==> src/rtl/fetch_ctrl_pkg.sv <==
// fetch_ctrl shared definitions: widths, reset PC and FSM encoding.
// Timeout depth default used when FETCH_TIMEOUT_EN is defined.
package fetch_ctrl_pkg;
  localparam int          FC_WIDTH    = 32;
  localparam logic [31:0] FC_RESET_PC = 32'h0000_0000;
  localparam int          FC_TIMEOUT  = 16;

  typedef enum logic [1:0] {
    BOOT = 2'd0,
    BUSY = 2'd1,
    DROP = 2'd2
  } fetch_state_t;
endpackage

==> src/rtl/fetch_pc_sel.sv <==
// fetch_pc_sel: next-PC priority mux for the fetch unit.
// Jump target beats branch target beats sequential PC+4.
module fetch_pc_sel #(
  parameter int WIDTH = 32
) (
  input  logic             jump,
  input  logic             branch,
  input  logic [WIDTH-1:0] pc_q,
  input  logic [WIDTH-1:0] pc_jump,
  input  logic [WIDTH-1:0] pc_branch,
  output logic [WIDTH-1:0] pc_plus4,
  output logic [WIDTH-1:0] pc_next
);

  // pick redirect target by priority, else fall through
  always_comb begin
    pc_plus4 = pc_q + WIDTH'(4);
    if (jump) begin
      pc_next = pc_jump;
    end else if (branch) begin
      pc_next = pc_branch;
    end else begin
      pc_next = pc_plus4;
    end
  end

endmodule

==> src/rtl/fetch_ctrl.sv <==
// fetch_ctrl: PC owner, imem req/ack sequencer and one-entry fetch slot.
// Optional fetch timeout flag enabled by defining FETCH_TIMEOUT_EN.
module fetch_ctrl
  import fetch_ctrl_pkg::*;
#(
  parameter int               WIDTH    = FC_WIDTH,
  parameter logic [WIDTH-1:0] RESET_PC = WIDTH'(FC_RESET_PC)
`ifdef FETCH_TIMEOUT_EN
  ,
  parameter int               TIMEOUT  = FC_TIMEOUT
`endif
) (
  input  logic             clk,
  input  logic             rst,
  input  logic             stall_pc,
  input  logic             jump_decode,
  input  logic             pcsrc_decode,
  input  logic [WIDTH-1:0] pc_jump,
  input  logic [WIDTH-1:0] pc_branch,
  output logic             imem_req,
  output logic [WIDTH-1:0] imem_addr,
  input  logic             imem_ack,
  input  logic [WIDTH-1:0] imem_rdata,
  output logic             fetch_valid,
  output logic [WIDTH-1:0] instr_fetch,
  output logic [WIDTH-1:0] pc_fetch,
  output logic             fetch_err
);

  fetch_state_t     state;
  fetch_state_t     state_nxt;
  logic             slot_v;
  logic             pend;
  logic [WIDTH-1:0] pc_q;
  logic [WIDTH-1:0] instr_q;
  logic [WIDTH-1:0] pc_fetch_q;
  logic [WIDTH-1:0] pc_plus4;
  logic [WIDTH-1:0] pc_next;
  logic             redirect;
  logic             consume;
  logic             ack;
  logic             run;

  assign redirect = ~stall_pc & (jump_decode | pcsrc_decode);
  assign consume  = slot_v & ~stall_pc;
  assign ack      = imem_req & imem_ack;
  assign run      = (state != BOOT);

  fetch_pc_sel #(
    .WIDTH(WIDTH)
  ) u_pc_sel (
    .jump     (jump_decode),
    .branch   (pcsrc_decode),
    .pc_q     (pc_q),
    .pc_jump  (pc_jump),
    .pc_branch(pc_branch),
    .pc_plus4 (pc_plus4),
    .pc_next  (pc_next)
  );

  // FSM state register
  always_ff @(posedge clk or posedge rst) begin
    if (rst) begin
      state <= BOOT;
    end else begin
      state <= state_nxt;
    end
  end

  // a redirect with no ack leaves a stale request to drain
  always_comb begin
    state_nxt = state;
    unique case (state)
      BOOT:    state_nxt = BUSY;
      BUSY:    if (redirect && !ack) state_nxt = DROP;
      DROP:    if (ack) state_nxt = BUSY;
      default: state_nxt = BOOT;
    endcase
  end

  // request when slot frees up; a raised request holds until ack
  always_comb begin
    imem_req = 1'b0;
    unique case (state)
      BUSY:    imem_req = pend | ~slot_v | consume;
      DROP:    imem_req = 1'b1;
      default: imem_req = 1'b0;
    endcase
  end

  // PC, slot and pending-request bookkeeping
  always_ff @(posedge clk or posedge rst) begin
    if (rst) begin
      pc_q       <= RESET_PC;
      slot_v     <= 1'b0;
      instr_q    <= '0;
      pc_fetch_q <= '0;
      pend       <= 1'b0;
    end else begin
      pend <= imem_req & ~imem_ack;
      if (run && redirect) begin
        pc_q   <= pc_next;
        slot_v <= 1'b0;
      end else if (state == BUSY && ack) begin
        instr_q    <= imem_rdata;
        pc_fetch_q <= pc_plus4;
        slot_v     <= 1'b1;
        pc_q       <= pc_plus4;
      end else if (consume) begin
        slot_v <= 1'b0;
      end
    end
  end

  assign imem_addr   = pc_q;
  assign fetch_valid = slot_v;
  assign instr_fetch = instr_q;
  assign pc_fetch    = pc_fetch_q;

`ifdef FETCH_TIMEOUT_EN
  localparam int CW = $clog2(TIMEOUT + 1);

  logic [CW-1:0] wait_cnt;
  logic          err_q;

  // count cycles of withheld ack; error sticks until reset
  always_ff @(posedge clk or posedge rst) begin
    if (rst) begin
      wait_cnt <= '0;
      err_q    <= 1'b0;
    end else if (!imem_req || imem_ack) begin
      wait_cnt <= '0;
    end else if (wait_cnt != CW'(TIMEOUT)) begin
      wait_cnt <= wait_cnt + CW'(1);
      if (wait_cnt == CW'(TIMEOUT - 1)) err_q <= 1'b1;
    end
  end

  assign fetch_err = err_q;
`else
  assign fetch_err = 1'b0;
`endif

endmodule

==> config.mk <==
export PLATFORM = sky130hd
export DESIGN_NAME = fetch_ctrl
export DESIGN_NICKNAME = d
export VERILOG_FILES = /design/src/rtl/fetch_ctrl_pkg.sv /design/src/rtl/fetch_pc_sel.sv /design/src/rtl/fetch_ctrl.sv
export SDC_FILE = /design/constraint.sdc
export NUM_CORES = 1
export LEC_CHECK = 0
export ABC_CLOCK_PERIOD_IN_PS = 3300
export CORE_ASPECT_RATIO = 0.5
export CORE_UTILIZATION = 46
export CTS_CLUSTER_SIZE = 12
export DETAILED_ROUTE_END_ITERATION = 6
export PLACE_DENSITY = 0.81
export SKIP_LAST_GASP = 1
export SLEW_MARGIN = 20
export SYNTH_ARGS = -nofsm -noshare
export SYNTH_HDL_FRONTEND = slang
export SYNTH_HIERARCHICAL = 1
export SYNTH_SLANG_ARGS = --single-unit
==> constraint.sdc <==
create_clock -name clk -period 3.3 [get_ports clk]
set_clock_uncertainty 0.05 [all_clocks]
set_input_delay 0.33 -clock clk [delete_from_list [all_inputs] [get_ports clk]]
set_output_delay 0.33 -clock clk [all_outputs]
set_load 0.02 [all_outputs]
Word level (Yosys, flattened, before mapping). Index checks and enable logic that the tools add are counted.

Register bits: 100. RAM bits: 0. Latch bits: 0. ROM bits: 0. Output and inout bits: 99. Memories kept: 0. Bits of input ports: 102.

Shift-type cells: 0. Bitwise gates (word level): 11. Div/mod/pow operators: 0. $lt $le $gt $ge: 0. Reductions and logical operators: 10. Equal/unequal tests: 4. Multipliers: 0. Multiplexer cells: 11. Add/subtract/negate cells: 1.

Operators with widths (number): $mux 32 (4); $add 32x3->32 const B (1); $pmux 2 s3 (1); $and 1x1->1 (4); $mux 2 (2); $ne 2x2->1 const B (2); $not 1->1 (4); $reduce_and 2->1 (2); $reduce_bool 2->1 (2); $logic_and 1x1->1 (3); $mux 1 (3); $or 1x1->1 (3); $reduce_bool 3->1 (1); $eq 2x1->1 const B (1); $eq 2x2->1 const B (1); $logic_not 2->1 (1); $pmux 1 s2 (1); $logic_not 1->1 (1).

Longest topological paths before layout. Gate-level depths: netlist (run 1).

Depth in word-level cells: 9. Gate-level depth with buffers: 9.

Hierarchy. The synthesis (run 1) kept the hierarchy.

By module, submodules not included: fetch_ctrl (cells an instance 348, area each 4428.0 um^2, instances 1); fetch_pc_sel (cells an instance 215, area each 1431.4 um^2, instances 1).

Worst setup path before layout (run 1). Ideal clock, no wire load.

Path type: reg-to-reg. Start: register pc_q[2] (netlist: imem_addr[2]). End: register pc_fetch_q[18] (netlist: pc_fetch[18]). Buffers on the path: 1. Arrival: 1.949 ns. Cell stages (with the launch flop): 8. Setup time: 0.125 ns. Data required time: 3.125 ns. Setup slack: 1.176 ns. Clock period less this slack: 2.124 ns. Cell sequence: dfrtp_1 -> ha_1 -> and3_1 -> buf_2 -> nand2_1 -> o31a_1 -> or2_2 -> mux2_4.

Word-level cells in the longest chain between the ends: 1.

Ends and longest elaborated chain: from (decl) (line fetch_ctrl.sv:34) `logic [WIDTH-1:0] pc_q;`; from (signal assigned) (line fetch_ctrl.sv:102) `pc_q <= pc_next;`; from (signal assigned) (line fetch_ctrl.sv:108) `pc_q <= pc_plus4;`; $add 32x3->32 (line fetch_pc_sel.sv:17) `pc_plus4 = pc_q + WIDTH'(4);`; named net pc_plus4[18] (line fetch_ctrl.sv:37) `logic [WIDTH-1:0] pc_plus4;`; to (signal assigned) (line fetch_ctrl.sv:106) `pc_fetch_q <= pc_plus4;`; to (decl) (line fetch_ctrl.sv:36) `logic [WIDTH-1:0] pc_fetch_q;`.

The timed path passes the listed nets, and every way through them passes these cells. A chain may end at the register's enable or synchronous reset.

Worst setup path after layout (run 1).
Start: register pc_q[2] (netlist: imem_addr[2]). End: register pc_q[24] (netlist: imem_addr[24]).

Word-level cells in the longest chain between the ends: 4.

Ends and longest elaborated chain: $add 32x3->32 (line fetch_pc_sel.sv:17); $mux 32 (line fetch_pc_sel.sv:20) `end else if (branch) begin`; $mux 32 (line fetch_pc_sel.sv:18) `if (jump) begin`; named net pc_next[24] (line fetch_ctrl.sv:38) `logic [WIDTH-1:0] pc_next;`; $mux 32 (line fetch_ctrl.sv:101) `if (run && redirect) begin`.

The timed path passes the listed nets, and every way through them passes these cells. The select of a mux whose other input is x is not followed.

==> results of run 1 <==
## routing by layer
| metal | up-vias | track usage (%) | wire [um] |
|---|---|---|---|
| met3 | 25 | 6.616 | 1217 |
| met4 | 0 | 7.547 | 299 |
| met2 | 181 | 42.93 | 7872 |
| li1 | 2375 | - | - |
| met5 | - | 0 | 0 |
| met1 | 2481 | 31.50 | 6982 |
## final cells by class
type | count | area (um^2)
timing repair buffer | 208 | 2062
clock inverter | 6 | 72.57
fill | 999 | 3915
inverter | 72 | 272.8
multi-input combinational | 344 | 2865
clock buffer | 9 | 225.2
sequential | 100 | 2502
tap | 165 | 206.4
## flip-flops by register name, indices dropped and copies added, names as in the netlist
name and flops:
fetch_valid 1, instr_fetch 32, imem_addr 32, pend 1
state 2, pc_fetch 32
## cells by family (layout without fill, tap and decap cells)
logic type      count (synthesis)  in the layout  share of synthesized area (%)
compound gates                122            122                          16.76
xor+xnor                       22             22                          3.417
fa+ha+maj                       4              4                         0.8542
buf+inv                       119            295                          8.648
flops                         100            100                          42.71
mux                            84             84                          16.25
other cells                     1              1                        0.06400
simple gates                  111            111                          11.30
## per-stage QoR
step | cell area, um^2 | setup slack, ps
3_5_place_dp | 7909 | 745.3
2_1_floorplan | 5859 | 301.2
3_3_place_gp | 7909 | 793.3
4_1_cts | 8207 | 787.2
5_1_grt | 8207 | 641.4
6_report | 8207 | 781.7
## power by group
| part | internal, mW | switching [mW] |
|---|---|---|
| clock network | 0.595 | 0.486 |
| registers | 1.79 | 0.538 |
| logic | 1.93 | 1.91 |
## Yosys cell counts, types with 3 or more instances
library cell	instances	area share [%]
nand3_1	10	0.85
o31ai_1	6	0.77
mux2i_1	19	3.2
nor2_1	3	0.19
o31a_1	3	0.45
nand4_1	8	0.85
nor4_1	3	0.32
or2_2	6	0.64
dfrtp_1	100	43
and4_1	4	0.60
a22o_1	8	1.2
inv_1	72	4.6
nor3_1	11	0.94
a21o_1	6	0.77
o21a_1	3	0.38
xor2_1	9	1.3
o21ai_0	20	1.7
o221ai_1	64	9.6
buf_6	3	0.58
nand2_1	37	2.4
mux2_4	8	2.1
nor2b_1	5	0.53
mux2_2	57	11
xnor2_1	12	1.8
buf_1	4	0.26
and2_1	3	0.32
buf_4	4	0.51
buf_2	18	1.5
ha_1	4	0.85
clkbuf_1	18	1.2
a21oi_1	3	0.26
nand2b_1	4	0.43
## final timing paths
kind | to | slack [ps] | startpoint
worst max-delay path | imem_addr[24] | 780 | imem_addr[2]
worst min-delay path | instr_fetch[31] | 350 | rst
worst max register to register | imem_addr[24] | 780 | imem_addr[2]
worst min register to register | pc_fetch[0] | 450 | pc_fetch[0]
max in group asynchronous | imem_addr[19] | 2140 | rst
min in group clk | pc_fetch[0] | 450 | pc_fetch[0]
## critical path, stage by stage (launching register included)
cell and delay [ps]:
dfrtp_1 480, ha_1 220, and3_1 470, nand2_1 230, nor3_1 460, mux2i_1 230, nand2_1 60, inv_1 50
o221ai_1 120
==> metrics.csv, run 1 <==
metric,value,unit
pwr/cell area,883.2,mW/mm^2
syn_area_per_cell,10.41,um^2
Post-synth EDFFs,0,
register bit total from synthesis,100,
1st-iter DRT viols,307,
sequential area share after synthesis,42.71,%
initial antenna violation count,0,
Final Hold Viols,0,
H-tree levels,3,
Hold Crit Class,input pin to asynchronous set/reset pin,
setup TNS,0,ps
final cell count without fillers,904,
Pre-antenna DRT Iters,5,
status,completed,
cell total after placement,889,
drt drc,0,
Global Route Usage Sum,25.05,%
die area,0.01322,mm^2
Synth Flop Type,dfrtp_1,
Worst-Skew Late Latency,340,ps
Leak,3.529,nW
Post-synth ARST share,100.0,%
via count of the first global-routing pass,5153,
post-CTS sizing,0,
r2r worst-path depth,8,
final setup fails,0,
Startpoint Class,register,
CTS Buf Count,9,
height of the die,81.81,um
Post-Syn Area,0.005859,mm^2
Post-DRT Antenna Nets,0,
Least-Margin Pin Slew,895.3,ps
maximum fanout along the worst path,9,
CTS max path bufs,2,
DIE WIDTH,161.6,um
FMAX,0.3971,GHz
Worst Setup Path Type,register to register,
Max Slew Vio Count,0,
relative slew slack,40.15,%
Layout area overhead,40.06,%
most frequent cells in the layout,"clkdlybuf4s50_1 (197), dfrtp_1 (100), inv_1 (71)",
Mapped Nets,669,
"Core Util, Final",67.70,%
Total Power,7.248,mW
Syn Inst Count,563,
core area,0.01212,mm^2
register clock-pin slew on the reported worst setup and hold paths,70,ps
Final Hold Slack,353.3,ps
root buf cell,clkbuf_16,
Final nets,841,
final WL,16.37,mm
count of different cell masters after synthesis,55,
number of diodes,0,
RD Place Congestion,0.7946,
min Tclk post-route,2518,ps
CTS Hold Bufs,0,
post-DP HPWL,11.38,mm
MaxCap Viol Count,0,
via/cell ratio,5.600,
first-pass GRT wire length,26.18,mm
largest net degree at the start of global routing,61,
Syn. warnings,6,
kind of end point of the critical path,register,
fin crit share,76.31,%
wire per inst,18.11,um
IO Pins,201,
RSZ-0062 raised after global routing,false,
clock sink count,100,
grt ovf,0,
share of cells above drive strength 1,14.88,%
Post-CTS Setup Inserts,0,
CTS tree,yes,
via count,5062,
Initial Util,48.34,%
number of port buffers,199,
"commonest non-fill, non-tap cell in the layout",clkdlybuf4s50_1,
"Req. time, crit path",3440,ps
VDD IR max,0.0005152,V
num rows,28,
arrival time at the worst endpoint,2650,ps
(Power assumes the default switching activity.)
==> run 2: changes to the inputs <==
--- a/config.mk
+++ b/config.mk
@@ -5,12 +5,12 @@
 export SDC_FILE = /design/constraint.sdc
 export NUM_CORES = 1
 export LEC_CHECK = 0
-export ABC_CLOCK_PERIOD_IN_PS = 3300
+export ABC_CLOCK_PERIOD_IN_PS = 2220
 export CORE_ASPECT_RATIO = 0.5
-export CORE_UTILIZATION = 46
+export CORE_UTILIZATION = 42
 export CTS_CLUSTER_SIZE = 12
 export DETAILED_ROUTE_END_ITERATION = 6
-export PLACE_DENSITY = 0.81
+export PLACE_DENSITY = 0.78
 export SKIP_LAST_GASP = 1
 export SLEW_MARGIN = 20
 export SYNTH_ARGS = -nofsm -noshare
==> constraint.sdc (replaced) <==
create_clock -name clk -period 2.22 [get_ports clk]
set_clock_uncertainty 0.05 [all_clocks]
set_input_delay 0.222 -clock clk [delete_from_list [all_inputs] [get_ports clk]]
set_output_delay 0.222 -clock clk [all_outputs]
set_load 0.02 [all_outputs]
==> run 2 against run 1 <==
Maximum frequency is 17% higher. Combinational power is 63% higher. Worst setup slack worse by 710 ps. First-iteration DRC count is 4.2% higher. Wire length is 5.6% higher. Worst hold slack worse by 130 ps. Largest cell class unchanged. Sequential power is 40% higher. Power is 53% higher. Critical path depth stayed put.
==> metrics.csv, run 2 (synthesis gave the netlist of run 1 again) <==
metric,value,unit
status,completed,
cell total after placement,951,
initial antenna violation count,0,
setup TNS,0,ps
met3 global-route usage,4.338,%
via/cell ratio,5.445,
number of diodes,0,
most frequent cells in the layout,"clkdlybuf4s50_1 (196), dfrtp_1 (100), inv_1 (71)",
GR peak layer,met2,
Total Power,11.06,mW
height of the die,85.52,um
Logic pwr share,56.7,%
1st-iter DRT viols,320,
Placed Instance Area,0.008257,mm^2
CTS tree,yes,
Max Slew Vio Count,0,
"Core Util, Final",63.15,%
pwr/cell area,1289,mW/mm^2
# fillers,1110,
die area,0.01446,mm^2
final WL,17.29,mm
grt ovf,0,
VDD IR max,0.0006776,V
Clock Power Share,13.8,%
CP Launch Point,imem_addr[9],
Global Route Usage Sum,23.96,%
final setup fails,0,
Worst Setup Path Type,register to register,
arrival time at the worst endpoint,2350,ps
RD Place Congestion,0.8298,
share of cells above drive strength 1,20.31,%
IO Pins,201,
R2R Setup Slk,70,ps
core area,0.01359,mm^2
maximum fanout along the worst path,6,
Layout area overhead,46.44,%
DIE WIDTH,169.0,um
RSZ-0062 raised after global routing,true,
Post-DRT Antenna Nets,0,
clock sink count,100,
num rows,30,
Least-Margin Pin Slew,546.3,ps
Internal,6.591,mW
number of port buffers,199,
final cell count without fillers,970,
area occupied by multi-input gates,0.002888,mm^2
Final Hold Viols,0,
H-tree levels,3,
wire per inst,17.83,um
Initial Util,43.12,%
Crit Reg-Reg Startpoint,imem_addr[9],
Hold Crit Class,input pin to asynchronous set/reset pin,
first-pass GRT wire length,27.37,mm
r2r worst-path depth,8,
register clock-pin slew on the reported worst setup and hold paths,80,ps
Startpoint Class,register,
root buf cell,clkbuf_16,
fin crit share,96.91,%
Setup WS post-layout,68.53,ps
Final nets,879,
largest net degree at the start of global routing,42,
drt drc,0,
Final Hold Slack,222.3,ps
"commonest non-fill, non-tap cell in the layout",clkdlybuf4s50_1,
Seq pwr share,29.5,%
met1 Usage GRT,31.45,%
Place WS,16.63,ps
CTS max path bufs,2,
CTS Buf Count,9,
Pre-antenna DRT Iters,5,
Register Area,0.002502,mm^2
relative slew slack,63.50,%
switching share of power,40.40,%
kind of end point of the critical path,register,
r2r endpoint,imem_addr[27],
CTS Hold Bufs,0,
min Tclk post-route,2151,ps
Leak,3.723,nW
Worst-Skew Late Latency,350,ps
met2 Track Usage GR,40.87,%
post-route design area,0.008581,mm^2
post-DP HPWL,12.32,mm
FMAX,0.4648,GHz
via count of the first global-routing pass,5379,
MaxCap Viol Count,0,
Net Switching,4.468,mW
"Req. time, crit path",2420,ps
via count,5282,
-- run 2: cell types whose count changed in the layout (fill, tap and decap cells not counted), sizes merged --
cell           previous run  this run
bufinv                    1         0
clkinvlp                  0         3
clkdlybuf4s50           197       196
buf                      11        49
dlygate4sd2               0         1
clkinv                    2         1
-- run 2: worst max-delay path by stage --
stage / end / slack [ps]
after global routing: imem_addr[30] / -60
final: imem_addr[27] / 70
after detailed placement: imem_addr[18] / 20
after global placement: pc_fetch[30] / 140
after CTS: pc_fetch[30] / 8
after floorplan: pc_fetch[18] / 100
-- run 2: metal layers --
layer / wire length, um / up-vias
li1: - / 2460
met2: 8584 / 180
met1: 7439 / 2615
met3: 935 / 27
met4: 333 / 0
met5: 0 / -
-- run 2: power groups by stage --
stage               clock [mW]  combinational [mW]  sequential [mW]
floorplan                    0                2.43             4.26
global placement             0                6.12             3.24
detailed placement           0                6.22             3.27
CTS                       1.56                6.23             3.25
global route              1.62                6.65             3.38
finish                    1.53                6.27             3.26
-- run 2: cell type report --
type / instances / area share (%)
inverter: 72 / 3.193
clock buffer: 9 / 2.625
tap: 192 / 2.800
sequential: 100 / 29.16
multi-input combinational: 344 / 33.65
clock inverter: 7 / 0.6416
timing repair buffer: 246 / 27.92
-- run 2: what timing repair did --
action,in CTS,in global routing
gates cloned,0,0
buffers inserted,0,3
pin swaps,0,3
gates resized for setup,2,9
setup endpoints to repair,1,20
-- run 2: critical path, cell delays in order (launching register included) --
cell and delay, ps:
dfrtp_1 430, and4_2 320, buf_4 150, nand4_4 150
nor4_2 280, xor2_1 300, a21o_1 170, inv_1 40
o221ai_1 180
==> run 3: changes to the inputs <==
--- a/config.mk
+++ b/config.mk
@@ -5,12 +5,14 @@
 export SDC_FILE = /design/constraint.sdc
 export NUM_CORES = 1
 export LEC_CHECK = 0
+export ABC_AREA = 1
 export ABC_CLOCK_PERIOD_IN_PS = 2220
 export CORE_ASPECT_RATIO = 0.5
-export CORE_UTILIZATION = 42
+export CORE_UTILIZATION = 40
 export CTS_CLUSTER_SIZE = 12
 export DETAILED_ROUTE_END_ITERATION = 6
-export PLACE_DENSITY = 0.78
+export PLACE_DENSITY = 0.73
+export REMOVE_ABC_BUFFERS = 1
 export SKIP_LAST_GASP = 1
 export SLEW_MARGIN = 20
 export SYNTH_ARGS = -nofsm -noshare
==> run 3 against run 2 <==
Critical path depth shrank 3. Via count is 30% higher. Combinational power down 2%. Clock-buffer cell count increased by 1. Non-clock buffer count down 25. Worst hold slack better by 1.1 ps. Design area rose by 2.2%. Sequential power up 4%. Cell count increased by 37%. Critical path type is now register to output pin. Largest cell class unchanged. Largest power group unchanged.
==> metrics.csv, run 3 <==
metric,value,unit
min Tclk post-route,2046,ps
fin crit share,92.15,%
CTS Hold Bufs,0,
maximum fanout along the worst path,4,
M1 WL,9.083,mm
Post-synth top cells,"nand2_1 (456), dfrtp_1 (100), nor2_1 (81)",
number of diodes,0,
final WL,20.14,mm
Least-Margin Pin Slew,534.6,ps
root buf cell,clkbuf_16,
core area,0.01545,mm^2
via/cell ratio,5.182,
final setup fails,0,
Post-synth ARST share,100.0,%
post-DP HPWL,14.23,mm
Max Slew Vio Count,0,
Worst path top cell family by delay,buffers and inverters,
grt ovf,0,
Worst-Skew Late Latency,350,ps
Post-DRT Antenna Nets,0,
height of the die,91.08,um
Post-Syn Area,0.006347,mm^2
IO Pins,201,
count of different cell masters after synthesis,28,
Crit path buffers/inverters,2,
number of port buffers,199,
via count of the first global-routing pass,6578,
met3 WL,1.366,mm
CTS tree,yes,
CP max stage delay,410,ps
"Slowest-stage cell, CP",dfrtp_1,
share of cells above drive strength 1,5.329,%
RSZ-0062 raised after global routing,false,
CP Cell Sequence,inv_1 -> ha_1 -> nand2_1 -> a21oi_4 -> dlygate4sd2_1,
Worst Setup Path Type,register to output pin,
relative slew slack,64.36,%
Hold Crit Class,input pin to asynchronous set/reset pin,
pwr/cell area,1273,mW/mm^2
Top Layer Used,met4,
RD Place Congestion,0.9055,
Post-synth EDFFs,0,
"commonest non-fill, non-tap cell in the layout",nand2_1,
register clock-pin slew on the reported worst setup and hold paths,80,ps
H-tree levels,3,
DIE WIDTH,180.1,um
register bit total from synthesis,100,
1st-iter DRT viols,436,
Leak,4.272,nW
Pre-antenna DRT Iters,5,
initial antenna violation count,0,
Final Hold Viols,0,
Final nets,1227,
num rows,32,
largest area contributor in the netlist,dfrtp_1,
area share of the largest cell type after synthesis,39.42,%
Initial Util,41.07,%
via count,6892,
kind of end point of the critical path,output pin,
drt drc,0,
status,completed,
sequential area share after synthesis,39.42,%
Layout area overhead,38.18,%
metal2 WL,9.501,mm
CTS max path bufs,2,
first-pass GRT wire length,33.01,mm
"Req. time, crit path",1950,ps
CTS Buf Count,9,
syn_area_per_cell,6.688,um^2
MaxCap Viol Count,0,
clock sink count,100,
wire per inst,15.14,um
most frequent cells in the layout,"nand2_1 (456), clkdlybuf4s50_1 (197), dfrtp_1 (100)",
arrival time at the worst endpoint,1770,ps
setup TNS,0,ps
Global Route Usage Sum,24.76,%
Total Power,11.17,mW
Syn. warnings,6,
Startpoint Class,register,
VDD IR max,0.0006758,V
die area,0.01641,mm^2
largest net degree at the start of global routing,66,
Syn Inst Count,949,
Synth Flop Type,dfrtp_1,
synth top area cells,"dfrtp_1 (39%), nand2_1 (27%), nand4_1 (6.6%)",
most common cell in the synthesized netlist,nand2_1,
# fillers,1459,
FMAX,0.4888,GHz
[run 3: changes by cell type after synthesis, moves of 15 or more]
cell      before  now
a21oi_1        3   33
buf_2         18   33
inv_1         72   45
mux2_2        57    0
mux2i_1       19    0
nand2_1       37  456
nand3_1       10   62
nand4_1        8   67
nor2_1         3   81
o221ai_1      64    0
[run 3: worst paths after layout]
kind                                         to             from  slack, ps  depth (start not counted)
worst max register to register    imem_addr[20]     imem_addr[3]        220                         12
worst min register to register  instr_fetch[18]  instr_fetch[18]        430                          2
worst max-delay path                   imem_req         state[1]        170                          5
min in group clk                 instr_fetch[1]    imem_rdata[1]        380                          3
max in group asynchronous         imem_addr[28]              rst       1300                          3
worst min-delay path               pc_fetch[19]              rst        220                          2
[run 3: power by group]
group          switching [mW]  total [mW]  internal, mW
Combinational            3.59        6.14          2.55
Sequential              0.725        3.38          2.65
Clock                   0.762        1.65         0.889
[run 3: repair_timing]
| item | CTS | global route |
|---|---|---|
| endpoints found under the setup margin | 1 | 0 |
| resized for setup | 1 | 0 |
| buffers inserted | 0 | 0 |
[run 3: metrics by stage]
stage	instance area, um^2	setup WS (ps)	utilization [%]	hold WS, ps	std cells
after floorplan	5944	-1952	-	238.4	889
after global placement	8469	214.3	54.80	411.5	1314
after detailed placement	8469	201.4	54.80	415.2	1314
after CTS	8771	155.6	56.75	223.7	1330
after global routing	8771	72.83	56.75	266.8	1330
final	8771	174.3	56.75	223.4	1330
[run 3: cells by family after synthesis]
family	Yosys count	share of synthesized area, %
other	1	0.05908
buffers and inverters	108	9.186
AO/OA/AOI/OAI	43	3.568
XOR/XNOR	7	0.9659
AND/OR/NAND/NOR	686	46.01
flip-flops	100	39.42
adder cells (fa/ha/maj)	4	0.7885
[run 3: per-layer routing]
layer | vias to the layer above | global-route usage, %
met1 | 3261 | 33.89
met3 | 16 | 3.610
li1 | 3352 | -
met4 | 0 | 4.843
met2 | 263 | 41.83
met5 | - | 0
[run 3: area by class of cell]
| class | instances | area [um^2] | share of cell area [%] |
|---|---|---|---|
| Multi-Input combinational cell | 741 | 3277 | 37.36 |
| Clock buffer | 10 | 229.0 | 2.611 |
| Inverter | 48 | 182.7 | 2.083 |
| Timing Repair Buffer | 221 | 2251 | 25.66 |
| Clock inverter | 6 | 73.82 | 0.8417 |
| Sequential cell | 100 | 2502 | 28.53 |
| Tap cell | 204 | 255.2 | 2.910 |
